`config.mk`:
```
export PLATFORM = sky130hd
export DESIGN_NAME = usb4_tc_noc_fifo_buf_ctrl_8_25
export DESIGN_NICKNAME = d
export VERILOG_FILES = /design/src/rtl/usb4_tc_noc_fifo_buf_ctrl_8_25.sv
export SDC_FILE = /design/constraint.sdc
export NUM_CORES = 1
export LEC_CHECK = 0
export ABC_AREA = 1
export CAP_MARGIN = 10
export CORE_ASPECT_RATIO = 1.25
export CORE_UTILIZATION = 30
export DETAILED_ROUTE_END_ITERATION = 7
export GPL_TIMING_DRIVEN = 0
export PLACE_DENSITY = 0.87
export SKIP_LAST_GASP = 1
export SLEW_MARGIN = 20
export SYNTH_ARGS = -nofsm -noshare
export SYNTH_HDL_FRONTEND = slang
export SYNTH_SLANG_ARGS = --single-unit
```
`constraint.sdc`:
```
create_clock -name clk -period 1.8 [get_ports clk]
set_input_delay 0.27 -clock clk [delete_from_list [all_inputs] [get_ports clk]]
set_output_delay 0.27 -clock clk [all_outputs]
set_load 0.1 [all_outputs]
```
`src/rtl/usb4_tc_noc_fifo_buf_ctrl_8_25.sv`:
```
// usb4_tc_noc_fifo_buf_ctrl_8_25: pointer/occupancy/handshake controller for an 8x25 link FIFO over an external async-read two-port RAM.
// Ports:
//   clk, rst_n                 clock; asynchronous active-low reset
//   in_valid_i/in_ready_o      producer handshake (in_ready_o registered)
//   in_data_i                  producer payload
//   out_valid_o/out_ready_i    consumer handshake
//   out_data_o                 head payload, 0 while out_valid_o is low
//   ram_wen_o/waddr_o/wdata_o  RAM write port (synchronous write)
//   ram_ren_o/raddr_o          RAM read port
//   ram_rdata_i                RAM asynchronous read data
//   level_o                    words held (RAM plus output stage)
//   ovf_err_o                  sticky: producer stalled on a full FIFO for more than 255 cycles
// Build option: USB4_TC_NOC_FIFO_BUF_CTRL_OUTREG_EN adds a one-entry registered output stage.
module usb4_tc_noc_fifo_buf_ctrl_8_25 #(
    parameter int DEPTH = 8,
    parameter int WIDTH = 25,
    localparam int AW = $clog2(DEPTH)
) (
    input  logic             clk,
    input  logic             rst_n,
    input  logic             in_valid_i,
    output logic             in_ready_o,
    input  logic [WIDTH-1:0] in_data_i,
    output logic             out_valid_o,
    input  logic             out_ready_i,
    output logic [WIDTH-1:0] out_data_o,
    output logic             ram_wen_o,
    output logic [AW-1:0]    ram_waddr_o,
    output logic [WIDTH-1:0] ram_wdata_o,
    output logic             ram_ren_o,
    output logic [AW-1:0]    ram_raddr_o,
    input  logic [WIDTH-1:0] ram_rdata_i,
    output logic [AW:0]      level_o,
    output logic             ovf_err_o
);
    logic [AW:0] wr_ptr_q, wr_ptr_d, rd_ptr_q, rd_ptr_d, ram_cnt, total, total_d;
    logic        in_ready_q, in_ready_d, ovf_q, ovf_d, stall;
    logic [7:0]  stall_q, stall_d;
    logic        push, pop_out, pop_ram, ram_empty;
    // Wrap bit makes full (addresses equal, wrap differs) distinct from empty.
    assign ram_cnt   = wr_ptr_q - rd_ptr_q;
    assign ram_empty = (wr_ptr_q == rd_ptr_q);
    assign push      = in_valid_i & in_ready_q;
`ifdef USB4_TC_NOC_FIFO_BUF_CTRL_OUTREG_EN
    localparam logic [AW:0] CAP = (AW+1)'(DEPTH + 1);
    logic             obuf_vld_q, obuf_vld_d;
    logic [WIDTH-1:0] obuf_data_q, obuf_data_d;
    // Prefetch whenever the stage is empty or being drained this cycle.
    assign pop_out     = obuf_vld_q & out_ready_i;
    assign pop_ram     = !ram_empty & (!obuf_vld_q | out_ready_i);
    assign total       = ram_cnt + {{AW{1'b0}}, obuf_vld_q};
    assign out_valid_o = obuf_vld_q;
    assign out_data_o  = obuf_vld_q ? obuf_data_q : '0;
    always_comb begin
        obuf_vld_d  = pop_ram | (obuf_vld_q & !pop_out);
        obuf_data_d = pop_ram ? ram_rdata_i : obuf_data_q;
    end
    always_ff @(posedge clk or negedge rst_n) begin
        if (!rst_n) begin
            obuf_vld_q  <= 1'b0;
            obuf_data_q <= '0;
        end else begin
            obuf_vld_q  <= obuf_vld_d;
            obuf_data_q <= obuf_data_d;
        end
    end
`else
    localparam logic [AW:0] CAP = (AW+1)'(DEPTH);
    assign pop_out     = !ram_empty & out_ready_i;
    assign pop_ram     = pop_out;
    assign total       = ram_cnt;
    assign out_valid_o = !ram_empty;
    assign out_data_o  = ram_empty ? '0 : ram_rdata_i;
`endif
    always_comb begin
        wr_ptr_d   = wr_ptr_q + {{AW{1'b0}}, push};
        rd_ptr_d   = rd_ptr_q + {{AW{1'b0}}, pop_ram};
        total_d    = total + {{AW{1'b0}}, push} - {{AW{1'b0}}, pop_out};
        // No bypass: ready is decided from the post-edge occupancy only.
        in_ready_d = total_d < CAP;
        stall      = in_valid_i & !in_ready_q;
        stall_d    = !stall ? 8'd0 : (stall_q == 8'hFF) ? stall_q : stall_q + 8'd1;
        ovf_d      = ovf_q | (stall & (stall_q == 8'hFF));
    end
    always_ff @(posedge clk or negedge rst_n) begin
        if (!rst_n) begin
            wr_ptr_q   <= '0;
            rd_ptr_q   <= '0;
            in_ready_q <= 1'b0;
            stall_q    <= '0;
            ovf_q      <= 1'b0;
        end else begin
            wr_ptr_q   <= wr_ptr_d;
            rd_ptr_q   <= rd_ptr_d;
            in_ready_q <= in_ready_d;
            stall_q    <= stall_d;
            ovf_q      <= ovf_d;
        end
    end
    assign in_ready_o  = in_ready_q;
    assign ram_wen_o   = push;
    assign ram_waddr_o = wr_ptr_q[AW-1:0];
    assign ram_wdata_o = in_data_i;
    assign ram_ren_o   = !ram_empty;
    assign ram_raddr_o = rd_ptr_q[AW-1:0];
    assign level_o     = total;
    assign ovf_err_o   = ovf_q;
endmodule

```
# == Word-level counts from Yosys, hierarchy flattened ==
# Cells that the tools add are included.
# word_totals
register_bits,18
in_bits,54
output_inout_bits,65
wordCells,25
# classes
n_addsub,6
n_lt_le_gt_ge,1
n_eq_ne,3
mux,3
bitwise,5
n_reduce_logical,2
# op_table
op,count
$mux 25,1
$mux 8,2
$add 4x1->4,3
$add 8x1->8 const B,1
$eq 8x8->1 const B,1
$and 1x1->1,4
$eq 4x4->1,1
$lt 4x4->1 const B,1
$sub 4x1->4,1
$sub 4x4->4,1
$logic_not 1->1,2
$ne 2x2->1 const B,1
$or 1x1->1,1

# == Logic depth before layout (Yosys ltp) ==
# depth
word_depth,5
depth_mapped,13
mapped_depth_nobuf,13

# == Worst setup path before layout ==
# Ideal clock, no wire load.
# synth_path
path_kind,reg-to-output
from,register wr_ptr_q[0]
to,output out_data_o[10]
t_arrival_ps,3299
t_required_ps,1530
path_slack_ps,-1769
stages_incl_launch_ff,9
cell_sequence,dfrtp_1 -> inv_1 -> ha_1 -> inv_1 -> nor2_4 -> nand2_4 -> inv_2 -> buf_4 -> nor2_1
# synth_between
elab_chain_len,2
# synth_rtl
item,line,text
start: declaration,36,"logic [AW:0] wr_ptr_q, wr_ptr_d, rd_ptr_q, rd_ptr_d, ram_cnt, total, total_d;"
start signal: assignment,93,wr_ptr_q <= wr_ptr_d;
$eq 4x4->1,42,assign ram_empty = (wr_ptr_q == rd_ptr_q);
$mux 25,73,assign out_data_o = ram_empty ? '0 : ram_rdata_i;
end: declaration,26,"output logic [WIDTH-1:0] out_data_o,"
# No other way between the ends.

# == Final worst setup path ==
# layout_path
from,register wr_ptr_q[0]
to,"register in_ready_q, in the netlist in_ready_o"
# layout_between
elab_chain_len,5
# layout_rtl
item,line,text
branches (longest 3 deep; another with $sub 4x4->4),-,
$sub 4x1->4 *,78,"total_d = total + {{AW{1'b0}}, push} - {{AW{1'b0}}, pop_out};"
$lt 4x4->1 *,80,in_ready_d = total_d < CAP;
via in_ready_d,37,"logic in_ready_q, in_ready_d, ovf_q, ovf_d, stall;"
end signal: assignment,95,in_ready_q <= in_ready_d;
end: declaration,37,
# Mark *: on every way through the listed nets, which the timed path passes.
# A chain may end at the register's enable or synchronous reset.

==> flow_metrics.py <==
metrics = {
    "cells_and_area": {
        "drive_gt1_frac": 0.521,
        "fin_area_um2": 3620,
        "syn_to_final_growth_pct": 136,
        "final_nets": 399,
        "antennaDiodeCount": 0,
    },
    "yosys": {
        "syn_area_um2": 1530,
        "synth_top_flop_cell": "dfrtp_1",
        "ys_seq_elements": 18,
        "synth_nets": 271,
        "yosys.cell_types.count": 24,
        "yosysSeqAreaShare": 0.294,
        "yosys-top-cells-area": "dfrtp_1 29%, buf_4 17%, inv_1 9.8%",
        "synth_commonest_cells": "40 x inv_1, 34 x buf_4, 30 x nor2_1, 26 x nand2_1, 18 x dfrtp_1",
        "synth_top_area_cell": "dfrtp_1",
        "async_reset_ff_frac": 1.00,
        "synth.most_common_cell": "inv_1",
        "syn_inst": 207,
        "postSynthAreaPerCell_um2": 7.41,
        "synth-edff-count": 0,
        "yosys.area.top_type_share": 0.294,
        "ys_warn_count": 0,
    },
    "detailed_routing": {
        "num_vias": 1825,
        "drc": 0,
        "antenna_left": 0,
        "routedWlPerCell_um": 15.9,
        "drt_pass1_iterations": 4,
        "drtIter0Drc": 49,
        "routed_wl_um": 6250,
        "vias_per_cell": 4.63,
    },
    "global_route": {
        "grtUsageTotal": 0.188,
        "grt_pass1_vias": 1662,
        "overflow": 0,
        "grt_antenna_before_repair": 0,
        "grt_max_degree": 19,
        "grt_pass1_wl_um": 7760,
    },
    "setup_path": {
        "worstReg2RegEnd": "in_ready_o$_DFF_PN0_",
        "cp-start-kind": "flip-flop",
        "rr_worst_depth": 13,
        "path_class": "flip-flop to flip-flop",
        "reg2reg_slack_ps": -350,
        "critPathMaxFanout": 3,
        "required_ps": 1990,
        "crit_arrival_ps": 2340,
        "end_kind": "flip-flop",
        "reg2reg_from": "wr_ptr_q[0]$_DFF_PN0_",
    },
    "timing": {
        "worst_slack_ps": -351,
        "hold_violations": 0,
        "clock_skew_ps": 2.51,
        "fin_crit_sh": 1.19,
        "fmax_mhz": 465,
        "fin_crit_ps": 2150,
        "rsz0062_at_grt": "yes",
        "slew_violations": 0,
        "tightest_slew_ps": 1020,
        "slew_headroom": 0.318,
        "setup_violations": 32,
    },
    "die": {
        "core_um2": 4830,
        "die_y_um": 81.9,
        "floorplan.die_area_um2": 5400,
        "rows": 28,
        "ios": 119,
        "die_w_um": 66.0,
        "initial_core_util": 0.317,
    },
    "place": {
        "place.gp.congestion": 0.718,
        "numPortBuffers": 93,
        "place_area_um2": 2850,
        "dpl_worst_slack_ps": -1110,
        "place_hpwl_um": 3670,
    },
    "clock_tree": {
        "cts_buffer_depth": 2,
        "cts_tree": "built",
        "clkSlewWorstSetupHoldPaths_ps": 60,
        "cts-htree-levels": 1,
        "ctsRootBufferMaster": "clkbuf_8",
        "numCtsBuffers": 3,
        "cts_num_sinks": 18,
        "hold_buffers": 0,
        "clock_latency_ps": 250,
    },
    "status": {
        "violations": "negative setup slack",
        "status": "finished with violations",
    },
    "run": {
        "maxCapViolations": 0,
    },
    "worst_hold_path": {
        "hold_path.class": "input pin to asynchronous set/reset pin",
    },
}
[critical path, stage by stage (launching register included)]
cell     delay [ps]
dfrtp_1         390
inv_2            90
ha_4            130
inv_4            40
fa_2            420
xor2_4          220
inv_2            90
ha_4            300
nand2_2          60
nor2_2           70
nand2_1          80
nand2_1          70
nand2_1          60
nand2_1          60
[through the flow]
| step | cells | hold slack, ps | util | TNS (ps) |
|---|---|---|---|---|
| global placement | 360 | 453 | 0.590 | -31940 |
| CTS | 384 | 470 | 0.693 | -8740 |
| finish | 394 | 472 | 0.748 | -7970 |
| detailed placement | 360 | 460 | 0.590 | -32790 |
| global route | 394 | 485 | 0.748 | -9910 |
| floorplan | 207 | -25.6 | - | -16600 |
[flip-flops by register name (all words and copies together) (netlist names)]
| name | cells |
|---|---|
| wr_ptr_q | 4 |
| rd_ptr_q | 4 |
| in_ready_o | 1 |
| stall_q | 8 |
| ovf_err_o | 1 |
[placed cells by master, fill, tap and decap left out, types with 3 or more instances in the layout]
cell type and n:
inv_1 34, buf_12 33, clkdlybuf4s15_2 6, nand3_1 11, inv_2 5, dfrtp_2 3, nand2_2 5, nor2_1 4
clkdlybuf4s50_1 52, xor2_1 5, ha_4 6, nor2_4 28, ha_1 3, clkbuf_8 4, dfrtp_1 14, nand2_1 22
o21ai_0 6, buf_6 9, buf_4 50
[cell families after synthesis]
family / synth area share
compound gates: 0.0457
xor+xnor: 0.0392
buf+inv: 0.272
fa+ha+maj: 0.0865
simple gates: 0.263
flops: 0.294
[routing by layer]
layer	vias up	wire length, µm	global-route usage
li1	850	-	-
met1	871	2140	0.189
met2	88	3380	0.371
met3	16	530	0.0444
met4	0	207	0.0638
met5	-	0	0
[timing repair]
item / 4_1_cts / 5_1_grt
buffers inserted: 20 / 11
pin swaps: 8 / 12
resized for setup: 289 / 46
cloned: 1 / 1
setup endpoints to repair: 43 / 37
[area by class of cell]
type | instances | area [µm²]
buffer | 33 | 280
inverter | 43 | 184
fill | 269 | 1220
tap | 60 | 75.1
clock buffer | 4 | 55.1
sequential | 18 | 458
timing repair buffer | 124 | 1560
multi-input combinational | 112 | 1000
[worst max path at each step]
stage / from / endpoint / cells past startpoint
2_1_floorplan: wr_ptr_q[0]$_DFF_PN0_ / in_ready_o$_DFF_PN0_ / 12
3_3_place_gp: rd_ptr_q[2]$_DFF_PN0_ / out_data_o[10] / 9
3_5_place_dp: rd_ptr_q[2]$_DFF_PN0_ / out_data_o[10] / 9
4_1_cts: wr_ptr_q[1]$_DFF_PN0_ / out_data_o[9] / 9
5_1_grt: wr_ptr_q[0]$_DFF_PN0_ / in_ready_o$_DFF_PN0_ / 13
6_report: wr_ptr_q[0]$_DFF_PN0_ / in_ready_o$_DFF_PN0_ / 13
Power is left out: the tool's default activity adds up to more than one toggle a clock period on the data nets, which glitch-free logic cannot reach.
